===== src/rtl/trng_req_arbiter.sv =====
`default_nettype none
// ============================================================================
// Module      : trng_req_arbiter
// Description : Shares one health-tested TRNG byte stream among NREQ consumers
//               through a small byte FIFO and a round-robin one-hot grant.
// Revision    : 1.0 - initial release
// ============================================================================
module trng_req_arbiter #(
  parameter int NREQ         = 4,
  parameter int FIFO_DEPTH   = 4,
  parameter int WARMUP_BYTES = 16,
  parameter int REP_LIMIT    = 4
) (
  input  logic                          clk,
  input  logic                          reset,
  input  logic [7:0]                    src_data,
  input  logic                          src_valid,
  input  logic [NREQ-1:0]               req,
  output logic [NREQ-1:0]               gnt,
  output logic [7:0]                    rand_data,
  output logic                          ready,
  output logic                          fault,
  output logic [$clog2(FIFO_DEPTH):0]   fifo_level
);

  localparam int AW = $clog2(FIFO_DEPTH);
  localparam int PW = (NREQ > 1) ? $clog2(NREQ) : 1;
  localparam int WW = $clog2(WARMUP_BYTES + 1);
  localparam int RW = $clog2(REP_LIMIT + 1);

  localparam logic [AW:0]   c_full      = (AW+1)'(FIFO_DEPTH);
  localparam logic [PW:0]   c_nreq      = (PW+1)'(NREQ);
  localparam logic [PW-1:0] c_last_req  = PW'(NREQ - 1);
  localparam logic [WW-1:0] c_warm_last = WW'(WARMUP_BYTES - 1);
  localparam logic [RW-1:0] c_rep_limit = RW'(REP_LIMIT);

  typedef enum logic [1:0] {
    S_WARMUP = 2'd0,
    S_RUN    = 2'd1,
    S_FAULT  = 2'd2
  } state_t;

  state_t          r_state;
  state_t          w_state_next;
  logic [WW-1:0]   r_warm_cnt;
  logic [RW-1:0]   r_rep_cnt;
  logic [7:0]      r_last_byte;
  logic [7:0]      r_mem [FIFO_DEPTH];
  logic [AW-1:0]   r_wr_ptr;
  logic [AW-1:0]   r_rd_ptr;
  logic [AW:0]     r_level;
  logic [PW-1:0]   r_rr_ptr;
  logic [NREQ-1:0] r_gnt;
  logic [7:0]      r_rand;

  logic            w_health_act;
  logic            w_rep_match;
  logic [RW-1:0]   w_rep_next;
  logic            w_trip;
  logic            w_push;
  logic            w_pop;
  logic            w_found;
  logic [PW:0]     w_cand;
  logic [PW-1:0]   w_gnt_idx;
  logic [NREQ-1:0] w_gnt_sel;

  // A zero repetition count marks "no byte seen yet", so the first byte always restarts at 1.
  assign w_health_act = src_valid && (r_state != S_FAULT);
  assign w_rep_match  = (r_rep_cnt != '0) && (src_data == r_last_byte);
  assign w_rep_next   = w_rep_match ? (r_rep_cnt + RW'(1)) : RW'(1);
  assign w_trip       = w_health_act && (w_rep_next >= c_rep_limit);

  assign w_pop  = (r_state == S_RUN) && !w_trip && (r_level != '0) && (req != '0);
  assign w_push = (r_state == S_RUN) && src_valid && !w_trip && ((r_level != c_full) || w_pop);

  always_comb begin
    w_state_next = r_state;
    case (r_state)
      S_WARMUP: begin
        if (w_trip)
          w_state_next = S_FAULT;
        else if (src_valid && (r_warm_cnt == c_warm_last))
          w_state_next = S_RUN;
      end
      S_RUN:   if (w_trip) w_state_next = S_FAULT;
      S_FAULT: w_state_next = S_FAULT;
      default: w_state_next = S_WARMUP;
    endcase
  end

  // Round-robin search starting at the requester after the last one granted.
  always_comb begin
    w_found   = 1'b0;
    w_gnt_idx = '0;
    w_cand    = '0;
    for (int k = 0; k < NREQ; k++) begin
      w_cand = {1'b0, r_rr_ptr} + (PW+1)'(k);
      if (w_cand >= c_nreq)
        w_cand = w_cand - c_nreq;
      if (!w_found && req[w_cand[PW-1:0]]) begin
        w_found   = 1'b1;
        w_gnt_idx = w_cand[PW-1:0];
      end
    end
    w_gnt_sel = NREQ'(w_found) << w_gnt_idx;
  end

  always_ff @(posedge clk or posedge reset) begin
    if (reset) begin
      r_state     <= S_WARMUP;
      r_warm_cnt  <= '0;
      r_rep_cnt   <= '0;
      r_last_byte <= '0;
      r_wr_ptr    <= '0;
      r_rd_ptr    <= '0;
      r_level     <= '0;
      r_rr_ptr    <= '0;
      r_gnt       <= '0;
      r_rand      <= '0;
    end else begin
      r_state <= w_state_next;
      if (w_health_act) begin
        r_rep_cnt   <= w_rep_next;
        r_last_byte <= src_data;
      end
      if ((r_state == S_WARMUP) && src_valid)
        r_warm_cnt <= r_warm_cnt + WW'(1);
      r_gnt  <= w_pop ? w_gnt_sel : '0;
      r_rand <= w_pop ? r_mem[r_rd_ptr] : '0;
      if (w_pop)
        r_rr_ptr <= (w_gnt_idx == c_last_req) ? '0 : (w_gnt_idx + PW'(1));
      if (w_state_next == S_FAULT) begin
        r_wr_ptr <= '0;
        r_rd_ptr <= '0;
        r_level  <= '0;
      end else begin
        if (w_push) r_wr_ptr <= r_wr_ptr + AW'(1);
        if (w_pop)  r_rd_ptr <= r_rd_ptr + AW'(1);
        if (w_push && !w_pop)
          r_level <= r_level + (AW+1)'(1);
        else if (w_pop && !w_push)
          r_level <= r_level - (AW+1)'(1);
      end
    end
  end

  always_ff @(posedge clk) begin
    if (w_push)
      r_mem[r_wr_ptr] <= src_data;
  end

  assign gnt        = r_gnt;
  assign rand_data  = r_rand;
  assign ready      = (r_state == S_RUN);
  assign fault      = (r_state == S_FAULT);
  assign fifo_level = r_level;

endmodule
`default_nettype wire


===== config.mk =====
export PLATFORM = sky130hd
export DESIGN_NAME = trng_req_arbiter
export DESIGN_NICKNAME = d
export VERILOG_FILES = /design/src/rtl/trng_req_arbiter.sv
export SDC_FILE = /design/constraint.sdc
export NUM_CORES = 1
export LEC_CHECK = 0
export ABC_AREA = 0
export BUFFER_PORTS_ARGS = -buffer_cell sky130_fd_sc_hd__buf_4
export CAP_MARGIN = 25
export CORE_MARGIN = 10
export CORE_UTILIZATION = 40
export CTS_CLUSTER_DIAMETER = 30
export DETAILED_ROUTE_END_ITERATION = 10
export RECOVER_POWER = 100
export SYNTH_ARGS = -nofsm -noshare
export SYNTH_HDL_FRONTEND = slang
export SYNTH_SLANG_ARGS = --single-unit

===== constraint.sdc =====
create_clock -name clk -period 7.9 [get_ports clk]
set_clock_uncertainty 0.15 [all_clocks]
set_input_delay 0 -clock clk [delete_from_list [all_inputs] [get_ports clk]]
set_output_delay 0 -clock clk [all_outputs]
set_load 0.01 [all_outputs]

==> reports/results.ini, run 1 <==
[run_status]
run_status=finished, violations left
violations=max-capacitance violations, max-slew violations

[power_and_ir_drop]
p_seq_share_pct=52.6
ir_drop_mv=0.0963
switching_share_pct=21.4
powerDensity_nw_per_um2=191
clockPowerShare_pct=43.6
internal-power_mw=0.578
p_sw_mw=0.157
leakage_nw=1.56
p_comb_share_pct=3.8
power_mw=0.736

[placed_design]
globalplace.congestion=0.783
preCtsSetupSlack_ns=4.91
portBuffers=31
placed_cell_area_um2=3630
place_inst=370
dpl.hpwl_mm=4.31

[detailed_routing]
vias=2027
drt_first_pass_iters=5
routedWlPerCell_um=15.6
ant_nets=0
route.detailed.drc=0
drtIter0Drc=141
routed_wl_mm=6.19
vias_per_cell=5.09

[global_routing]
grt_overflow=0
grt_antenna_before_repair=0
grt_pass1_vias=2138
grtUsageMet1_pct=12.7
grt_use_met2_pct=17.5
grt_max_degree=40
grt_usage_pct=10.7
grt.busiest_layer=met2
met3_usage_pct=2.49
grt_pass1_wl_mm=10.9

[clocking]
clkTransAtPathRegs_ns=0.08
cts_buffers=9
h-tree-depth=3
post_cts_resized=0
clock_path_buffers=2
cts_tree=done
clock_sinks=71
worst_skew_pair.late_latency_ns=0.35
clockRootBuffer=clkbuf_8

[floorplan]
ios=32
die_w_um=111
initial_core_util_pct=40.8
fp.dieArea_um2=12300
rows=33
coreArea_um2=8130
die_h_um=111

[synthesis]
synthTopCellsByCount=dfrtp_1, edfxtp_1, inv_1, nand3_1, xor2_1
synth-seq-area-share_pct=58.3
synth_ff_type=dfrtp_1
synth.most_common_cell=dfrtp_1
synth.cell_area_um2=3320
synth_top_area_share_pct=29.4
netlist_instances=244
synth_edf_count=32
synth_fp_nets=268
synth_seq_cells=71
synthDistinctLibCells=54
async_flop_share_pct=54.9
synth.avg_cell_area_um2=13.6
yosys-top-cells-area=dfrtp_1, edfxtp_1, mux4_2, mux2_2, ha_1
synth_top_cell_by_area=dfrtp_1
ys_warn_count=0

[critical_path]
start_kind=flop
timing.rr.start=r_rep_cnt[0]
critPathCaptureType=flop
critPathKind=flop to flop
cp.required_ns=7.98
cp_max_fo=16
r2r_cells=10
ff2ff_setup_slack_ns=4.79
r2r-end=fifo_level[2]
cp.arrival_ns=3.18

[timing]
rsz0062_at_grt=false
layout_min_cycle_time_ns=3.11
hold_slack_ns=0.0239
drv_slew=40
slew_headroom_pct=-37.1
min_period_over_period_pct=39.3
worst_slew_pin_slew_ns=2.06
max_freq_mhz=322
final_hold_viol_count=0
setup_slack_ns=4.79
fin_setup_tns_ns=0
setup_viol=0

[layout]
final_cells=398
nNetsFinal=312
drive_gt1_share_pct=16.0
diodes=0
area_growth_pct=16.1
final_util_pct=47.4
stdcell_area_um2=3860

[min_path]
min_delay_path_depth=4
hold_path.startpoint=req[3]
hp-class=input pin to flop

[job]
cap_violations=1

power by group through the flow:
| stage | registers (mW) | clock network (mW) | logic (mW) |
|---|---|---|---|
| final | 0.387 | 0.321 | 0.0280 |
| after global routing | 0.387 | 0.345 | 0.0323 |
| after CTS | 0.387 | 0.328 | 0.0312 |
| after detailed placement | 0.395 | 0 | 0.0263 |
| after global placement | 0.395 | 0 | 0.0259 |
| after floorplan | 0.395 | 0 | 0.0133 |
worst max-delay path, stage by stage (launching register included):
cell,delay (ns)
dfrtp_1,0.38
inv_1,0.06
ha_1,0.18
nor2b_1,0.13
nor4_1,0.34
nand4b_1,0.59
and2_0,0.36
fa_1,0.38
o22ai_1,0.17
nand3_1,0.10
mux2i_1,0.15
worst max-delay path by stage:
stage / startpoint / endpoint / slack [ns] / depth (start not counted)
after global placement: r_rep_cnt[0] / fifo_level[2] / 4.99 / 10
after CTS: r_rep_cnt[0] / fifo_level[2] / 4.90 / 10
after detailed placement: r_rep_cnt[0] / fifo_level[2] / 4.91 / 10
after global routing: r_rep_cnt[0] / fifo_level[2] / 4.53 / 11
final: r_rep_cnt[0] / fifo_level[2] / 4.79 / 10
after floorplan: r_rep_cnt[0] / fifo_level[2] / 5.18 / 11
sequential cells by signal, summed over array words and instances, names as in the netlist, named ones only:
signal       count
r_rd_ptr         2
r_rr_ptr         1
rand_data        8
gnt              4
r_last_byte      8
r_state          2
r_warm_cnt       5
fifo_level       3
r_mem           32
r_rep_cnt        3
r_wr_ptr         2
layer usage:
| metal | share of wire [%] | wire length, um | vias up |
|---|---|---|---|
| met2 | 50 | 3070 | 34 |
| met4 | 2.4 | 146 | 0 |
| met3 | 4.1 | 251 | 12 |
| met1 | 44 | 2720 | 990 |
| met5 | 0 | 0 | - |
| li1 | - | - | 991 |
layout make-up:
| cell class | instances | area, um2 |
|---|---|---|
| timing repair buffer | 44 | 263 |
| fill | 735 | 4280 |
| multi-input combinational | 150 | 1260 |
| clock inverter | 6 | 93.8 |
| tap | 105 | 131 |
| sequential | 71 | 1940 |
| inverter | 12 | 45.0 |
| clock buffer | 10 | 128 |
placed cells by master, fill, tap and decap left out, types with 6 or more instances in the layout:
cell type / instances
o21ai_0: 6
mux4_2: 8
mux2i_1: 6
dlygate4sd3_1: 12
and3_1: 9
mux2_2: 9
dfrtp_1: 39
inv_1: 12
nand2_1: 7
xor2_1: 10
a21oi_1: 8
ha_1: 8
nor2_1: 9
clkbuf_1: 27
edfxtp_1: 32
nand3_1: 10
clkbuf_8: 9
kinds of logic after synthesis:
| family | Yosys count | share of synthesized area (%) |
|---|---|---|
| mux | 24 | 10.6 |
| buf+inv | 23 | 3.20 |
| xor+xnor | 13 | 3.43 |
| flops | 71 | 58.3 |
| fa+ha+maj | 9 | 3.62 |
| compound gates | 31 | 7.19 |
| simple gates | 73 | 13.6 |
timing repair:
action                                 in CTS  in global routing
hold buffers                               12                  0
endpoints found under the hold margin      83                  0
buffers inserted                            0                  0
Power figures use the tool's default switching activity.
==> run 2, diff against run 1 <==
==> constraint.sdc (replaced) <==
create_clock -name clk -period 2.65 [get_ports clk]
set_clock_uncertainty 0.15 [all_clocks]
set_input_delay 0 -clock clk [delete_from_list [all_inputs] [get_ports clk]]
set_output_delay 0 -clock clk [all_outputs]
set_load 0.01 [all_outputs]
==> run 2 against run 1 <==
  * The run now ends clean
  * Wire length grew 1.1%
  * Critical endpoint unchanged
  * Critical path type unchanged
  * Sequential share of layout area fell by 0.40 points
  * Setup slack got worse by 4.6 ns
  * Sequential power grew to 3.0 times the previous value
  * Sequential cell count is the same
  * Die area unchanged
  * Cell area up 0.81%
  * Clock power grew to 2.6 times the previous value
  * First-iteration DRC count shrank 21%
  * Register-to-register slack got worse by 4.6 ns
  * Cell count up 1.5%
  * Power rose to 2.8 times the previous value
==> reports/results.ini, run 2 (synthesis gave the netlist of run 1 again) <==
[run_status]
run_status=finished, final reports clean

[timing]
setup_slack_ns=0.224
drv_slew=0
min_period_over_period_pct=91.6
max_freq_mhz=412
slew_headroom_pct=35.7
setup_viol=0
final_hold_viol_count=0
worst_slew_pin_slew_ns=0.965
layout_min_cycle_time_ns=2.43
hold_slack_ns=0.0188
rsz0062_at_grt=false
fin_setup_tns_ns=0

[critical_path]
slowest_delay_ns=0.41
crit_chain=ha_1 -> xor2_1 -> nand3_1 -> nand4b_2 -> and2_0 -> fa_1 -> o22ai_1 -> nand3_1 -> mux2i_1
cp.required_ns=2.72
cp.arrival_ns=2.50
path_common_cell=nand3_1
critical_path.slowest_cell=dfrtp_1
cp.depth=9
start_kind=flop
cpLargestDelayFamily=adder cells
critPathBufInv=0
critPathKind=flop to flop
critPathCaptureType=flop
r2r_cells=9
cp_max_fo=4

[layout]
diodes=0
final_cells=404
largest_reg_flops=32
nNetsFinal=318
drive_gt1_share_pct=18.7
area_growth_pct=17.1
most-common-layout-cells=dfrtp_1, edfxtp_1, clkbuf_1
final_util_pct=47.8
layout_commonest_cell=dfrtp_1
top_register=r_mem
stdcell_area_um2=3890

[power_and_ir_drop]
leakage_nw=1.60
ir_drop_mv=0.261
power_mw=2.08
powerDensity_nw_per_um2=536

[job]
cap_violations=0

[clocking]
clkTransAtPathRegs_ns=0.09
clock_sinks=71
worst_skew_pair.late_latency_ns=0.35
clockRootBuffer=clkbuf_8
h-tree-depth=3
cts_buffers=9
cts_tree=done
clock_path_buffers=2

[global_routing]
grt_antenna_before_repair=0
grt_pass1_wl_mm=10.5
grt_max_degree=40
grt_usage_pct=10.4
grt_overflow=0
grt_pass1_vias=2115

[floorplan]
ios=32
rows=33
coreArea_um2=8130
initial_core_util_pct=40.8
die_w_um=111
die_h_um=111
fp.dieArea_um2=12300

[detailed_routing]
drt_first_pass_iters=4
met1_length_mm=2.71
route.met2.wl_mm=3.22
ant_nets=0
vias=2094
highest_layer=met4
route.met3.wl_um=284
vias_per_cell=5.18
route.detailed.drc=0
routed_wl_mm=6.26
routedWlPerCell_um=15.5
drtIter0Drc=111

[min_path]
min_delay_path_depth=4
hp-class=input pin to flop

[placed_design]
placed_cell_area_um2=3680
globalplace.congestion=0.791
place_inst=376
dpl.hpwl_mm=4.41
preCtsSetupSlack_ns=0.237
portBuffers=31

## run 2: final cells by class
class                           count  area (um2)
Tap cell                          105         131
Sequential cell                    71        1940
Fill cell                         754        4250
Timing Repair Buffer               50         305
Inverter                           12        45.0
Clock inverter                      7        73.8
Clock buffer                        9         124
Multi-Input combinational cell    150        1270
## run 2: path summary, 6_finish.rpt
kind	startpoint	end	slack (ns)
max reg2reg	r_rep_cnt[0]	fifo_level[2]	0.22
max	r_rep_cnt[0]	fifo_level[2]	0.22
min in group asynchronous	reset	rand_data[1]	0.35
min reg2reg	r_warm_cnt[3]	r_warm_cnt[3]	0.33
max in group asynchronous	reset	r_last_byte[6]	1.38
min	req[3]	flop	0.02
## run 2: worst min-delay path, cell delays in order
cell and delay [ns]:
buf_4 0.11, inv_1 0.09, a2bb2oi_1 0.16, a2bb2oi_1 0.12
## run 2: routing by layer
layer	vias up	global-route usage, %
met3	2	2.92
li1	1007	-
met4	0	3.86
met5	-	0
met1	1049	12.4
met2	36	17.4
## run 2: where the power goes
| part | internal [mW] | switching [mW] |
|---|---|---|
| sequential | 1.15 | 0.00122 |
| clock | 0.372 | 0.475 |
| combinational | 0.0341 | 0.0506 |
| total | 1.56 | 0.527 |
## run 2: timing repair
item                                    CTS  global route
hold buffers                             12             0
endpoints found under the hold margin    83             0
resized for setup                         0             0
buffers inserted                          0             0
endpoints found under the setup margin    0             0
==> run 3, diff against run 2 <==
--- a/config.mk
+++ b/config.mk
@@ -12,6 +12,7 @@
 export CORE_UTILIZATION = 40
 export CTS_CLUSTER_DIAMETER = 30
 export DETAILED_ROUTE_END_ITERATION = 10
+export HOLD_SLACK_MARGIN = 0.06
 export RECOVER_POWER = 100
 export SYNTH_ARGS = -nofsm -noshare
 export SYNTH_HDL_FRONTEND = slang
==> run 3 against run 2 <==
  * First-iteration DRC count fell by 18%
  * Cell area rose by 1.2%
  * Global-route usage rose by 0.091 points
  * Cell count grew 0.99%
  * Combinational power rose by 4.1%
  * Fmax fell by 2.3%
  * Sequential cell count is the same
  * Power increased by 0.22%
  * Critical path depth down 3
  * Non-clock buffer count rose by 4
  * Largest cell class unchanged
==> reports/results.ini, run 3 (synthesis gave the netlist of run 1 again) <==
[layout]
area_growth_pct=18.4
multi_input_area_um2=1270
layout_commonest_cell=dfrtp_1
seq_area_um2=1940
most-common-layout-cells=dfrtp_1, edfxtp_1, clkbuf_1
top_register=r_mem
drive_gt1_share_pct=19.5
diodes=0
nNetsFinal=322
fillCellCount=752
largest_reg_flops=32

[clocking]
h-tree-depth=3
worst_skew_pair.late_latency_ns=0.35
clockRootBuffer=clkbuf_8
cts_tree=done
cts_buffers=9
clock_path_buffers=2
clkTransAtPathRegs_ns=0.09
clock_sinks=71

[detailed_routing]
drtIter0Drc=91
vias=2111
routed_wl_mm=6.34
ant_nets=0
route.detailed.drc=0
vias_per_cell=5.17
routedWlPerCell_um=15.5
drt_first_pass_iters=4

[timing]
slew_headroom_pct=35.4
layout_min_cycle_time_ns=2.48
fin_setup_tns_ns=0
max_freq_mhz=403
worst_slew_pin_slew_ns=0.970
min_period_over_period_pct=93.7
drv_slew=0
rsz0062_at_grt=false
final_hold_viol_count=0
setup_viol=0
hold_slack_ns=0.0705

[critical_path]
ff2ff_setup_slack_ns=0.17
crit_chain=nand2b_1 -> a21oi_1 -> a2bb2oi_1 -> dlygate4sd3_1 -> a2bb2oi_1 -> dlygate4sd3_1
critPathCaptureType=flop
critical_path.slowest_cell=dlygate4sd3_1
start_kind=flop
r2r_cells=6
cpLargestDelayFamily=buffers and inverters
cp.required_ns=2.79
timing.rr.start=r_rr_ptr[1]
critPathKind=flop to flop
critPathBufInv=2
slowest_delay_ns=0.58
cp.arrival_ns=2.63
cp_max_fo=13

[placed_design]
portBuffers=31
globalplace.congestion=0.791
dpl.hpwl_mm=4.41

[floorplan]
die_h_um=111
initial_core_util_pct=40.8
fp.dieArea_um2=12300
rows=33
ios=32
die_w_um=111
coreArea_um2=8130

[global_routing]
grt_antenna_before_repair=0
grt_pass1_wl_mm=10.6
grt_overflow=0
grt_pass1_vias=2147
grt_usage_pct=10.5
grt_max_degree=40

[power_and_ir_drop]
leakage_nw=1.62
powerDensity_nw_per_um2=531
ir_drop_mv=0.261

[min_path]
hp-class=input pin to flop
whs_endpoint=gnt[3]
min_delay_path_depth=4
hold_path.startpoint=req[3]

[run_status]
run_status=finished, final reports clean

[job]
cap_violations=0

## run 3: changes by cell type in the layout (fill, tap and decap cells not counted), sizes merged
cell	change
clkbuf	-2
dlygate4sd3	+4
buf	+2
## run 3: final cells by class
type / count / area share, %
inverter: 12 / 1.15
timing repair buffer: 54 / 8.97
clock inverter: 7 / 1.88
sequential: 71 / 49.3
tap: 105 / 3.34
multi-input combinational: 150 / 32.3
clock buffer: 9 / 3.15
## run 3: how the worst max path moves through the flow
stage	slack (ns)	depth (start not counted)	from	end
floorplan	0.07	10	r_rep_cnt[0]	fifo_level[2]
global placement	0.29	9	r_rep_cnt[0]	fifo_level[2]
detailed placement	0.24	9	r_rep_cnt[0]	fifo_level[2]
CTS	0.14	6	r_rr_ptr[1]	flop
global route	0.02	8	r_rep_cnt[0]	flop
finish	0.17	6	r_rr_ptr[1]	flop
## run 3: tightest hold or removal path: stages
cell	delay, ns
buf_4	0.11
inv_1	0.08
o2bb2ai_1	0.20
nor2_1	0.13
## run 3: metrics by stage
step	total power [mW]	area, um2	instances	util, %	setup slack, ns
final	2.09	3930	408	48.4	0.166
after global routing	2.17	3930	408	48.4	0.0153
after CTS	2.12	4040	408	49.7	0.138
after detailed placement	1.25	3680	376	45.3	0.237
after global placement	1.25	3680	376	45.3	0.289
after floorplan	1.22	3330	244	-	0.0666
## run 3: report_power, final
group / total [mW] / leakage (nW) / internal (mW) / switching, mW
clock: 0.848 / 0.101 / 0.372 / 0.476
sequential: 1.15 / 0.816 / 1.15 / 0.00122
combinational: 0.0881 / 0.705 / 0.0370 / 0.0511
total: 2.09 / 1.62 / 1.56 / 0.528
## run 3: routing by layer
layer  share of wire, %  global-route usage [%]  vias to the layer above
li1                   -                       -                     1013
met1                 43                    12.4                     1056
met2                 51                    17.7                       40
met3                4.6                    2.92                        2
met4               0.63                    3.86                        0
met5                  0                       0                        -
## run 3: timing repair
action / 4_1_cts / 5_1_grt
endpoints found under the hold margin: 91 / 0
hold buffers: 16 / 0
setup endpoints to repair: 0 / 1
buffers inserted: 0 / 0
gates resized for setup: 0 / 1
